### src/rtl/window_fetch_pkg.sv
// Shared constants and elaboration helpers for the K x K window fetcher.
package window_fetch_pkg;

    localparam int BORDER_CLAMP = 0;
    localparam int BORDER_ZERO  = 1;

    function automatic int clog2(input int value);
        int result;
        int span;
        result = 0;
        span   = 1;
        while (span < value) begin
            span   = span * 2;
            result = result + 1;
        end
        return result;
    endfunction

    function automatic int tap_count(input int k);
        return k * k;
    endfunction

endpackage

### src/rtl/window_fetch_param_rd_lat_pipe.sv
// Tracks each issued tap until its read data returns from memory.
module rd_lat_pipe
    import window_fetch_pkg::*;
#(
    parameter int DEPTH = 1,
    parameter int TW    = 4
) (
    input  logic          clk,
    input  logic          n_rst,
    input  logic          in_valid,
    input  logic [TW-1:0] in_tap,
    input  logic          in_zero,
    output logic          out_valid,
    output logic [TW-1:0] out_tap,
    output logic          out_zero
);

    logic          valid_q [DEPTH];
    logic          valid_d [DEPTH];
    logic [TW-1:0] tap_q   [DEPTH];
    logic [TW-1:0] tap_d   [DEPTH];
    logic          zero_q  [DEPTH];
    logic          zero_d  [DEPTH];

    genvar gi;
    generate
        for (gi = 0; gi < DEPTH; gi++) begin : g_stage
            always_comb begin
                if (gi == 0) begin
                    valid_d[gi] = in_valid;
                    tap_d[gi]   = in_tap;
                    zero_d[gi]  = in_zero;
                end else begin
                    valid_d[gi] = valid_q[gi-1];
                    tap_d[gi]   = tap_q[gi-1];
                    zero_d[gi]  = zero_q[gi-1];
                end
            end

            always_ff @(posedge clk or negedge n_rst) begin
                if (!n_rst) begin
                    valid_q[gi] <= 1'b0;
                    tap_q[gi]   <= '0;
                    zero_q[gi]  <= 1'b0;
                end else begin
                    valid_q[gi] <= valid_d[gi];
                    tap_q[gi]   <= tap_d[gi];
                    zero_q[gi]  <= zero_d[gi];
                end
            end
        end
    endgenerate

    assign out_valid = valid_q[DEPTH-1];
    assign out_tap   = tap_q[DEPTH-1];
    assign out_zero  = zero_q[DEPTH-1];

endmodule

### src/rtl/window_fetch_param.sv
// K x K neighbourhood fetcher: issues row-major reads around a centre pixel,
// resolves borders by clamping or zero padding, and presents the whole window.
module window_fetch_param
    import window_fetch_pkg::*;
#(
    parameter int IMG_W       = 64,
    parameter int IMG_H       = 64,
    parameter int K           = 3,
    parameter int DW          = 13,
    parameter int AW          = 12,
    parameter int RD_LAT      = 1,
    parameter int BORDER_MODE = 0
) (
    input  logic              clk,
    input  logic              n_rst,
    input  logic              start,
    input  logic [AW-1:0]     center,
    output logic              rd_en,
    output logic [AW-1:0]     address,
    input  logic [DW-1:0]     data,
    output logic              busy,
    output logic              valid,
    output logic              err,
    output logic [K*K*DW-1:0] window
);

    localparam int KK  = tap_count(K);
    localparam int R   = (K - 1) / 2;
    localparam int LW  = clog2(IMG_W);
    localparam int TW  = (clog2(KK) < 1) ? 1 : clog2(KK);
    localparam int CW  = (clog2(K) < 1) ? 1 : clog2(K);
    localparam int DCW = (clog2(RD_LAT) < 1) ? 1 : clog2(RD_LAT);
    localparam int SW  = AW + 2;

    localparam logic signed [SW-1:0] H_MAX = SW'(IMG_H - 1);
    localparam logic signed [SW-1:0] W_MAX = SW'(IMG_W - 1);
    localparam logic signed [SW-1:0] R_S   = SW'(R);
    localparam logic [AW:0]          NPIX  = (AW+1)'(IMG_W * IMG_H);

    localparam logic [1:0] S_IDLE  = 2'd0;
    localparam logic [1:0] S_ISSUE = 2'd1;
    localparam logic [1:0] S_DRAIN = 2'd2;
    localparam logic [1:0] S_DONE  = 2'd3;

    generate
        if ((IMG_W & (IMG_W - 1)) != 0) begin : g_bad_width
            $error("IMG_W must be a power of two");
        end
        if ((K % 2) == 0 || K < 1) begin : g_bad_k
            $error("K must be odd and at least 1");
        end
        if (RD_LAT < 1) begin : g_bad_lat
            $error("RD_LAT must be at least 1");
        end
        if (IMG_W * IMG_H > (1 << AW)) begin : g_bad_aw
            $error("image does not fit the address width");
        end
    endgenerate

    logic [1:0]          state_q, state_d;
    logic [AW-1:0]       row_q, row_d, col_q, col_d, addr_q, addr_d;
    logic [CW-1:0]       ky_q, ky_d, kx_q, kx_d;
    logic [TW-1:0]       tap_q, tap_d;
    logic [DCW-1:0]      drain_q, drain_d;
    logic                busy_q, busy_d, valid_q, valid_d, err_q, err_d, bad_q, bad_d;
    logic [DW-1:0]       working_q [KK];
    logic [DW-1:0]       working_d [KK];
    logic [KK*DW-1:0]    window_q, window_d;

    logic signed [SW-1:0] nr, nc, nr_c, nc_c;
    logic                 in_range, tap_zero, issue_rd;
    logic [AW-1:0]        addr_calc;
    logic                 pipe_valid, pipe_zero;
    logic [TW-1:0]        pipe_tap;

    always_comb begin
        nr = $signed(SW'(row_q)) + $signed(SW'(ky_q)) - R_S;
        nc = $signed(SW'(col_q)) + $signed(SW'(kx_q)) - R_S;
        nr_c = nr;
        if (nr[SW-1]) nr_c = '0;
        else if (nr > H_MAX) nr_c = H_MAX;
        nc_c = nc;
        if (nc[SW-1]) nc_c = '0;
        else if (nc > W_MAX) nc_c = W_MAX;
        in_range  = !nr[SW-1] && (nr <= H_MAX) && !nc[SW-1] && (nc <= W_MAX);
        addr_calc = (nr_c[AW-1:0] << LW) | nc_c[AW-1:0];
        tap_zero  = (BORDER_MODE == BORDER_ZERO) && !in_range;
        issue_rd  = (state_q == S_ISSUE) && !tap_zero;
    end

    // Skipped zero-pad taps leave the address bus at its last value.
    assign rd_en   = issue_rd;
    assign address = issue_rd ? addr_calc : addr_q;

    rd_lat_pipe #(
        .DEPTH (RD_LAT),
        .TW    (TW)
    ) u_pipe (
        .clk       (clk),
        .n_rst     (n_rst),
        .in_valid  (state_q == S_ISSUE),
        .in_tap    (tap_q),
        .in_zero   (tap_zero),
        .out_valid (pipe_valid),
        .out_tap   (pipe_tap),
        .out_zero  (pipe_zero)
    );

    always_comb begin
        state_d  = state_q;
        row_d    = row_q;
        col_d    = col_q;
        addr_d   = address;
        ky_d     = ky_q;
        kx_d     = kx_q;
        tap_d    = tap_q;
        drain_d  = drain_q;
        busy_d   = busy_q;
        valid_d  = 1'b0;
        err_d    = 1'b0;
        bad_d    = bad_q;
        window_d = window_q;
        for (int t = 0; t < KK; t++) working_d[t] = working_q[t];
        if (pipe_valid) working_d[pipe_tap] = pipe_zero ? '0 : data;

        case (state_q)
            S_IDLE: begin
                // The valid cycle itself never accepts a new request.
                if (start && !valid_q) begin
                    row_d  = center >> LW;
                    col_d  = center & AW'(IMG_W - 1);
                    ky_d   = '0;
                    kx_d   = '0;
                    tap_d  = '0;
                    busy_d = 1'b1;
                    if ({1'b0, center} >= NPIX) begin
                        bad_d   = 1'b1;
                        state_d = S_DONE;
                        for (int t = 0; t < KK; t++) working_d[t] = '0;
                    end else begin
                        bad_d   = 1'b0;
                        state_d = S_ISSUE;
                    end
                end
            end
            S_ISSUE: begin
                tap_d = tap_q + 1'b1;
                if (kx_q == CW'(K - 1)) begin
                    kx_d = '0;
                    ky_d = ky_q + 1'b1;
                end else begin
                    kx_d = kx_q + 1'b1;
                end
                if (kx_q == CW'(K - 1) && ky_q == CW'(K - 1)) begin
                    if (RD_LAT == 1) begin
                        state_d = S_DONE;
                    end else begin
                        state_d = S_DRAIN;
                        drain_d = DCW'(RD_LAT - 2);
                    end
                end
            end
            S_DRAIN: begin
                if (drain_q == '0) state_d = S_DONE;
                else drain_d = drain_q - 1'b1;
            end
            default: begin
                // The final tap is captured on this same edge, hence working_d.
                for (int t = 0; t < KK; t++) window_d[t*DW +: DW] = working_d[t];
                valid_d = 1'b1;
                err_d   = bad_q;
                busy_d  = 1'b0;
                state_d = S_IDLE;
            end
        endcase
    end

    always_ff @(posedge clk or negedge n_rst) begin
        if (!n_rst) begin
            state_q  <= S_IDLE;
            row_q    <= '0;
            col_q    <= '0;
            addr_q   <= '0;
            ky_q     <= '0;
            kx_q     <= '0;
            tap_q    <= '0;
            drain_q  <= '0;
            busy_q   <= 1'b0;
            valid_q  <= 1'b0;
            err_q    <= 1'b0;
            bad_q    <= 1'b0;
            window_q <= '0;
            for (int t = 0; t < KK; t++) working_q[t] <= '0;
        end else begin
            state_q  <= state_d;
            row_q    <= row_d;
            col_q    <= col_d;
            addr_q   <= addr_d;
            ky_q     <= ky_d;
            kx_q     <= kx_d;
            tap_q    <= tap_d;
            drain_q  <= drain_d;
            busy_q   <= busy_d;
            valid_q  <= valid_d;
            err_q    <= err_d;
            bad_q    <= bad_d;
            window_q <= window_d;
            for (int t = 0; t < KK; t++) working_q[t] <= working_d[t];
        end
    end

    assign busy   = busy_q;
    assign valid  = valid_q;
    assign err    = err_q;
    assign window = window_q;

endmodule

### config.mk
export PLATFORM = sky130hd
export DESIGN_NAME = window_fetch_param
export DESIGN_NICKNAME = d
export VERILOG_FILES = /design/src/rtl/window_fetch_pkg.sv /design/src/rtl/window_fetch_param_rd_lat_pipe.sv /design/src/rtl/window_fetch_param.sv
export SDC_FILE = /design/constraint.sdc
export NUM_CORES = 1
export LEC_CHECK = 0
export CAP_MARGIN = 5
export CORE_MARGIN = 8
export CORE_UTILIZATION = 25
export DETAILED_ROUTE_END_ITERATION = 7
export PLACE_DENSITY_LB_ADDON = 0.2
export SLEW_MARGIN = 10
export SYNTH_ARGS = -nofsm -noshare
export SYNTH_HDL_FRONTEND = slang
export SYNTH_SLANG_ARGS = --single-unit
### constraint.sdc
create_clock -name clk -period 3.3 [get_ports clk]
set_input_delay 0.66 -clock clk [delete_from_list [all_inputs] [get_ports clk]]
set_output_delay 0.66 -clock clk [all_outputs]
set_load 0.1 [all_outputs]
==> impl_metrics.json <==
{
  "busiest_layer": "met2",
  "synth_area_leaders": "dfrtp_1 62%, mux2_2 24%, ha_1 2.7%",
  "grt_overflow_total": 0,
  "fin_ws_ns": -0.0634,
  "cts_buffers": 34,
  "num_io_pins": 161,
  "tightestPinTransition_ns": 0.945,
  "drv_slew": 0,
  "core_area_sq_um": 44000,
  "synth_ff_type": "dfrtp_1",
  "ant_nets": 0,
  "fmax_mhz": 297,
  "crit_chain": "inv_2 > ha_4 > inv_2 > ha_4 > fa_2 > nand3_2 > a21boi_2 > buf_6 > o211ai_1 > o221ai_4 > buf_12",
  "placedCellCount": 1469,
  "final_cells": 1543,
  "place.gp.congestion": 0.696,
  "clk_pin_slew_ns": 0.06,
  "violations": "setup timing",
  "crit_path_end_kind": "output port",
  "cp.arrival_ns": 2.70,
  "reg2reg_slack_ns": 0.96,
  "synth_top_cell_by_area": "dfrtp_1",
  "synthArstFlopShare_pct": 100,
  "gr-usage-all-layers_pct": 11.5,
  "skew_ns": 0.0155,
  "hold_violations": 0,
  "path_delay_family": "adder cells",
  "tritoncts": "built",
  "vias": 6657,
  "grt_pass1_vias": 7081,
  "hpwl_um": 19300,
  "crit_fanout": 6,
  "required_ns": 2.64,
  "grt_setup_unrepaired": "yes",
  "drt-vias-per-instance": 4.31,
  "status": "finished with violations",
  "syn_nets": 781,
  "setup_viol": 10,
  "r2r_start": "u_pipe.out_valid",
  "nFillCells": 4363,
  "remaining_drc_errors": 0,
  "cap_violations": 0,
  "fin_crit_sh_pct": 102,
  "synth_edf_count": 0,
  "slew_headroom_pct": 36.8,
  "max_stage_delay_ns": 0.36,
  "grt_max_degree": 101,
  "initial_core_util_pct": 25.2,
  "detail_route.wl_per_cell_um": 19.2,
  "synth_seq_area_share_pct": 62.1,
  "io_buffers": 159,
  "nets": 987,
  "holdBufCountCts": 0,
  "clockBufferDepth": 3,
  "cp.buffers_inverters": 4,
  "row_count": 77,
  "synth_warnings": 0,
  "gr-usage-met2_pct": 17.9,
  "ys_seq_elements": 275,
  "first_iter_violations": 293,
  "drt-pass1-iter-count": 4,
  "cts.sinks": 275,
  "syn_inst": 727,
  "critPathLaunchType": "flop",
  "dieArea_sq_um": 51300,
  "use_met1_pct": 15.4,
  "grt_pass1_wl_um": 45000,
  "die_y_um": 227,
  "synth_area_sq_um": 11100,
  "cts-htree-levels": 2,
  "antenna_found_initial": 1,
  "synth_top_area_share_pct": 62.1,
  "worstSetupPathType": "reg2out",
  "synthDistinctLibCells": 52,
  "rr_endpoint": "window[34]",
  "postLayoutCoreUtil_pct": 34.3,
  "layout_min_cycle_time_ns": 3.36,
  "die_x_um": 227,
  "area_growth_pct": 36.3,
  "syn-mean-instance-area_sq_um": 15.2,
  "r2r.worst_path.cells": 4,
  "clk_latency_ns": 0.53,
  "slowest_stage": "dfrtp_1",
  "drive_gt1_share_pct": 55.9,
  "wirelength_um": 29700,
  "use_met3_pct": 3.89,
  "hold_class": "in2async",
  "root_buffer": "clkbuf_16"
}
## synth_stat cells, types with 3 or more instances
library cell	instances
o211ai_1	5
buf_1	3
clkbuf_1	16
buf_2	8
a2111oi_0	4
mux2_2	238
o22ai_1	5
mux2_4	10
ha_1	24
o221ai_1	10
nand3_1	6
nand3b_1	3
mux2i_1	3
a21boi_0	3
dfrtp_1	275
nor2_1	6
nand2_1	12
a211oi_1	4
inv_1	41
a21o_1	4
o21ai_0	4
a21oi_1	3
## how the worst max path moves through the flow
| stage | cells after the start | to | slack [ns] | start |
|---|---|---|---|---|
| after global placement | 10 | address[10] | 0.09 | ky_q[1] |
| after floorplan | 9 | address[0] | -0.06 | kx_q[1] |
| after detailed placement | 10 | address[10] | 0.08 | ky_q[1] |
| after global routing | 11 | address[7] | -0.19 | row_q[1] |
| final | 11 | address[7] | -0.06 | row_q[1] |
| after CTS | 11 | address[7] | -0.14 | row_q[1] |
## state kept, by name, summed over array words and instances (netlist names)
register and cells:
addr_q 12, busy 1, col_q 6, kx_q 2, ky_q 2, row_q 6
state_q 2, tap_q 4, u_pipe.out_tap 4, u_pipe.out_valid 1, valid 1, window 117
working_q 117
## what timing repair did
| action | in CTS | in global routing |
|---|---|---|
| setup buffers | 12 | 9 |
| resized for setup | 55 | 20 |
| pin swaps | 21 | 27 |
| setup endpoints to repair | 12 | 12 |
## layout by cell type (no fill, tap or decap), types with 3 or more instances in the layout
cell and n:
dfrtp_1 275, mux2_2 238, buf_4 152, clkbuf_16 35, inv_1 27, clkdlybuf4s50_1 26, buf_12 17, inv_2 13
ha_1 13, nand2_1 11, mux2_4 10, ha_4 9, o221ai_4 8, clkbuf_1 7, nor2_1 6, o211ai_1 5
a2111oi_4 4, o22ai_4 4, clkbuf_8 4, buf_6 4, mux2i_1 3, o21ai_0 3, nand3_1 3, a21o_1 3
nand3b_1 3, a211oi_4 3, nor3b_2 3
## through the flow
step / setup WS [ns] / instance area (sq um) / hold WS (ns) / setup TNS [ns]
2_1_floorplan: -0.0577 / 11300 / 0.364 / -0.231
3_3_place_gp: 0.0872 / 13500 / 0.413 / 0
5_1_grt: -0.190 / 15100 / 0.212 / -1.74
6_report: -0.0634 / 15100 / 0.158 / -0.338
3_5_place_dp: 0.0836 / 13500 / 0.424 / 0
4_1_cts: -0.144 / 14900 / 0.180 / -1.02
## final cells by class
type | count | area, sq um | area share (%)
tap | 592 | 741 | 4.91
clock inverter | 7 | 111 | 0.737
multi-input combinational | 381 | 4450 | 29.5
inverter | 41 | 156 | 1.04
clock buffer | 46 | 957 | 6.34
timing repair buffer | 200 | 1800 | 11.9
sequential | 275 | 6880 | 45.6
antenna | 1 | 2.50 | 0.0166
## routing by layer
metal  up-vias  wire length [um]
met5         -                10
met2       137             13600
met1      3489             13600
met4         2               476
met3        38              2070
li1       2991                 -
## logic make-up (layout without fill, tap and decap cells)
group                    after synthesis  count (layout)  share of synthesized area [%]
flip-flops                           275             275                           62.1
multiplexers                         251             251                           25.8
buffers and inverters                 71             294                           2.63
AO/OA/AOI/OAI                         58              58                           3.96
AND/OR/NAND/NOR                       43              43                           2.24
adder cells (fa/ha/maj)               26              26                           3.07
XOR/XNOR                               2               2                          0.158
other                                  1               2                         0.0338
Power is left out: the tool's default activity adds up to more than one toggle a clock period on the data nets, which glitch-free logic cannot reach.
==> patch 1 (config.mk and constraints unchanged) <==
Set the parameter `DW` to 17 (it was 13).
--- a/src/rtl/window_fetch_param.sv
+++ b/src/rtl/window_fetch_param.sv
@@ -8,3 +8,3 @@
     parameter int K           = 3,
-    parameter int DW          = 13,
+    parameter int DW          = 17,
     parameter int AW          = 12,
Ports: changed (resized data and window); port bits go from 161 to 201. No check against the original RTL was run, so the function may have changed too.
==> patch 1 against the unedited design <==
  * Design area is 24% higher
  * Largest cell class unchanged
  * Highest routed layer is now met4
  * Routed wire length is 23% higher
  * Setup slack better by 0.029 ns
  * Critical path depth is 1 lower
  * The flow still finishes with violations (setup timing)
  * Area after synthesis is 26% higher
  * Sequential cell count is 72 higher
Power is not shown: default switching activity piles up to over one toggle a cycle in this logic, so the estimate is an artifact.
==> patch 1: results (changes against the unedited design) <==
| Metric | Value |
|---|---|
| Worst clock skew | 0.0204 ns (+0.00484 ns) |
| XOR/XNOR share of the synthesized area | 0.125% (-0.033 points) |
| Vias in the first global route | 8760 (+24%) |
| Worst setup margin | -0.0348 ns (+0.0286 ns) |
| Measured slew at the worst slew-check pin | 0.824 ns (-0.122 ns) |
| Antenna cells | 0 (-1) |
| Drt total wl | 36500 um (+23%) |
| # nets final | 1181 (+20%) |
| Asr flop ratio synth | 100% (unchanged) |
| Largest net degree at the start of global routing | 77 (-24%) |
| Failing checks | setup timing |
| Outcome | finished with violations |
| Via Count | 8025 (+21%) |
| Pre-CTS setup slack | -0.154 ns (-0.238 ns) |
| Setup violators final | 5 (-5) |
| Arr. time, crit path | 2.67 ns (-0.03 ns) |
| Commonest cells in the netlist | 347 x dfrtp_1, 269 x mux2_2, 50 x mux2_4 |
| Starting DRC count in detailed routing | 246 (-16%) |
| CTS Buf Count | 42 (+24%) |
| First-pass GRT wire length | 56200 um (+25%) |
| PortBufs | 199 (+25%) |
| Synth Area in Compound Gates | 3.10% (-0.86 points) |
| Syn Nets | 940 (+20%) |
| Seq/Total Area, Yosys | 62.0% (-0.073 points) |
| Worst skew pair latency | 0.57 ns (+0.04 ns) |
| Worst reg2reg startpoint | u_pipe.out_tap[1] |
| Clock buffer depth | 3 (unchanged) |
| DP Wirelength | 24100 um (+25%) |
| Synth top area cells | dfrtp_1 62%, mux2_2 22%, mux2_4 5.4% |
| Synth unique cells | 54 (+3.8%) |
| Global Route Usage Sum | 11.4% (-0.094 points) |
| Reg-to-reg endpoint | window[149] |
| Final GP Congestion | 0.772 (+11%) |
| Multiplexer area fraction after synthesis | 27.3% (+1.5 points) |
| Initial antenna violation count | 0 (-1) |
| Adder and majority gate portion of the synthesized area | 2.43% (-0.64 points) |
| CP max stage delay | 0.35 ns |
| Layout cells sized above 1 | 56.5% (+0.56 points) |
==> patch 1: cell count changes in the layout (fill, tap and decap cells not counted), moves of 5 or more <==
cell,unedited run,this run
dfrtp_1,275,345
mux2_2,238,269
mux2_4,10,50
o2bb2ai_4,0,5
bufinv_16,2,7
a21oi_1,2,8
buf_4,152,181
clkinv_2,2,9
clkbuf_16,35,43
==> patch 1: layer usage <==
metal | up-vias | share of wire, % | track usage (%)
met5 | - | 0 | 0
met4 | 0 | 2.1 | 3.55
met3 | 55 | 6.3 | 3.29
met2 | 166 | 48 | 18.9
met1 | 4164 | 43 | 14.4
li1 | 3640 | - | -
==> patch 1: how the worst max path moves through the flow <==
stage,start,end,slack (ns),depth (start not counted)
after floorplan,ky_q[1],address[10],-0.14,9
after global placement,ky_q[1],address[7],-0.15,9
after detailed placement,ky_q[1],address[7],-0.15,9
after CTS,row_q[1],address[7],-0.08,11
after global routing,ky_q[1],address[7],-0.18,11
final,kx_q[1],address[0],-0.03,10
==> patch 1: kinds of logic (layout without fill, tap and decap cells) <==
group | count (synthesis) | after routing
multiplexers | 323 | 323
flip-flops | 347 | 347
AO/OA/AOI/OAI | 60 | 60
buffers and inverters | 72 | 345
AND/OR/NAND/NOR | 51 | 51
other | 1 | 1
XOR/XNOR | 2 | 2
adder cells (fa/ha/maj) | 26 | 26
==> patch 1: area by class of cell <==
type | instances | area, um^2
Multi-Input combinational cell | 463 | 5440
Timing Repair Buffer | 233 | 2080
Sequential cell | 347 | 8690
Clock buffer | 57 | 1200
Inverter | 36 | 135
Tap cell | 748 | 936
Fill cell | 5399 | 36400
Clock inverter | 19 | 293
==> patch 1: repair_timing <==
| item | in CTS | in global routing |
|---|---|---|
| endpoints found under the setup margin | 12 | 12 |
| pin swaps | 19 | 9 |
| cloned | 0 | 0 |
| gates resized for setup | 49 | 5 |
| buffers inserted | 8 | 7 |
==> patch 1: critical path: cells and delay by family, from the launching register on <==
kind	cells	cell delay [ns]
AO/OA/AOI/OAI	3	0.64
buffers and inverters	4	0.51
AND/OR/NAND/NOR	1	0.19
adder cells (fa/ha/maj)	2	0.41
flip-flops	1	0.35
==> patch 1: metrics by stage <==
| step | instance area (um^2) | cells | TNS, ns | util [%] | hold WS [ns] |
|---|---|---|---|---|---|
| floorplan | 14200 | 882 | -0.842 | - | 0.364 |
| CTS | 18700 | 1896 | -0.594 | 33.8 | 0.0734 |
| global route | 18800 | 1903 | -1.59 | 34.0 | 0.107 |
| global placement | 16900 | 1812 | -0.706 | 30.5 | 0.413 |
| finish | 18800 | 1903 | -0.0831 | 34.0 | 0.0879 |
| detailed placement | 16900 | 1812 | -0.781 | 30.5 | 0.415 |
==> patch 2 (same flow settings) <==
Without the edit above. Take the reset off `kx_q` and load it in a clocked block of its own.
--- a/src/rtl/window_fetch_param.sv
+++ b/src/rtl/window_fetch_param.sv
@@ -184,3 +184,2 @@
             ky_q     <= '0;
-            kx_q     <= '0;
             tap_q    <= '0;
@@ -199,3 +198,2 @@
             ky_q     <= ky_d;
-            kx_q     <= kx_d;
             tap_q    <= tap_d;
@@ -211,2 +209,6 @@
 
+    always_ff @(posedge clk) begin
+        kx_q <= kx_d;
+    end
+
     assign busy   = busy_q;
Behaviour: same outputs for any inputs over 4 cycles, from zero or initial values and one cycle with n_rst low; that may be too few to reach the edited logic, so the function may still have changed.
==> patch 2 against the unedited design <==
  * The flow still finishes with violations (setup timing)
  * Clock skew decreased by 0.0069 ns
  * Synthesized cell count increased by 0.28%
  * Setup slack got worse by 0.10 ns
  * First-iteration DRC count decreased by 8.9%
  * Core utilization decreased by 0.26 points
  * Routed wire length decreased by 2.2%
  * Sequential cell count unchanged
  * Final cell count decreased by 0.19%
  * Non-clock buffer count decreased by 7
  * Die area about the same
  * Design area decreased by 0.75%
  * Area after synthesis about the same
  * Highest routed layer is now met4
Power is not shown: default switching activity piles up to over one toggle a cycle in this logic, so the estimate is an artifact.
==> patch 2: results (changes against the unedited design) <==
| Metric | Value |
|---|---|
| Filler Cells Inserted | 4311 (-1.2%) |
| Commonest cells in the netlist | 273 x dfrtp_1, 237 x mux2_2, 36 x inv_1 |
| Largest net degree at the start of global routing | 76 (-25%) |
| Post-Synthesis Cells | 729 (+0.28%) |
| Global Route Usage Sum | 11.3% (-0.24 points) |
| Adder and majority gate portion of the synthesized area | 3.18% (+0.11 points) |
| Critical path origin | kx_q[1] |
| Antenna cells | 0 (-1) |
| Worst setup margin | -0.165 ns (-0.101 ns) |
| Worst clock skew | 0.00857 ns (-0.00694 ns) |
| Vias in the first global route | 6964 (-1.7%) |
| Asr flop ratio synth | 99.3% (-0.73 points) |
| Outcome | finished with violations |
| Routed length on met2 | 13600 um (+0.29%) |
| Yosys top cell area share | 61.6% (-0.49 points) |
| CP Max Fanout | 3 (-3) |
| Failing checks | setup timing |
| # nets final | 979 (-0.81%) |
| Multiplexer area fraction after synthesis | 25.7% (-0.12 points) |
| Initial antenna violation count | 0 (-1) |
| Setup violators final | 11 (+1) |
| Synth top area cells | dfrtp_1 62%, mux2_2 24%, ha_1 2.8% |
| Reg-to-reg endpoint | window[107] |
| XOR/XNOR share of the synthesized area | 0.316% (+0.16 points) |
| Max-Slew Margin vs Limit | 34.1% (-2.7 points) |
| Met3 usage | 3.12% (-0.78 points) |
| DR top layer | met4 |
| H-Tree Depth | 1 (-1) |
| Layout cells sized above 1 | 55.3% (-0.62 points) |
| Syn Nets | 784 (+0.38%) |
| First-pass GRT wire length | 44500 um (-1.2%) |
| CTS Buf Count | 31 (-8.8%) |
| Arr. time, crit path | 2.80 ns (+0.10 ns) |
| Starting DRC count in detailed routing | 267 (-8.9%) |
| Non-Filler Instances | 1540 (-0.19%) |
| Grt met1 use | 15.2% (-0.20 points) |
| DR vias/cell | 4.27 (-1.1%) |
| CP Capture Point | address[5] |
| Synth unique cells | 47 (-9.6%) |
| Reg-to-reg slack, setup | 0.88 ns (-0.08 ns) |
| Synth Area in Compound Gates | 3.27% (-0.69 points) |
[patch 2: worst min-delay path by stage]
stage	endpoint	start	cells past startpoint	slack, ns
5_1_grt	working_q[94]	n_rst	1	0.08
6_report	window[22]	n_rst	1	0.08
3_5_place_dp	u_pipe.out_tap[2]	tap_q[2]	0	0.45
4_1_cts	working_q[94]	n_rst	1	0.06
2_1_floorplan	addr_q[0]	n_rst	0	0.36
3_3_place_gp	u_pipe.out_tap[3]	tap_q[3]	0	0.45
[patch 2: what timing repair did]
| action | 4_1_cts | 5_1_grt |
|---|---|---|
| buffers inserted | 12 | 4 |
| endpoints found under the setup margin | 12 | 12 |
| gates resized for setup | 52 | 6 |
| pin swaps | 21 | 8 |
[patch 2: cell type report]
type / count / area [um^2] / share of cell area, %
clock inverter: 12 / 131 / 0.877
multi-input combinational: 387 / 4470 / 29.8
tap: 592 / 741 / 4.94
clock buffer: 45 / 888 / 5.93
sequential: 275 / 6890 / 46.0
inverter: 36 / 138 / 0.918
timing repair buffer: 193 / 1730 / 11.5
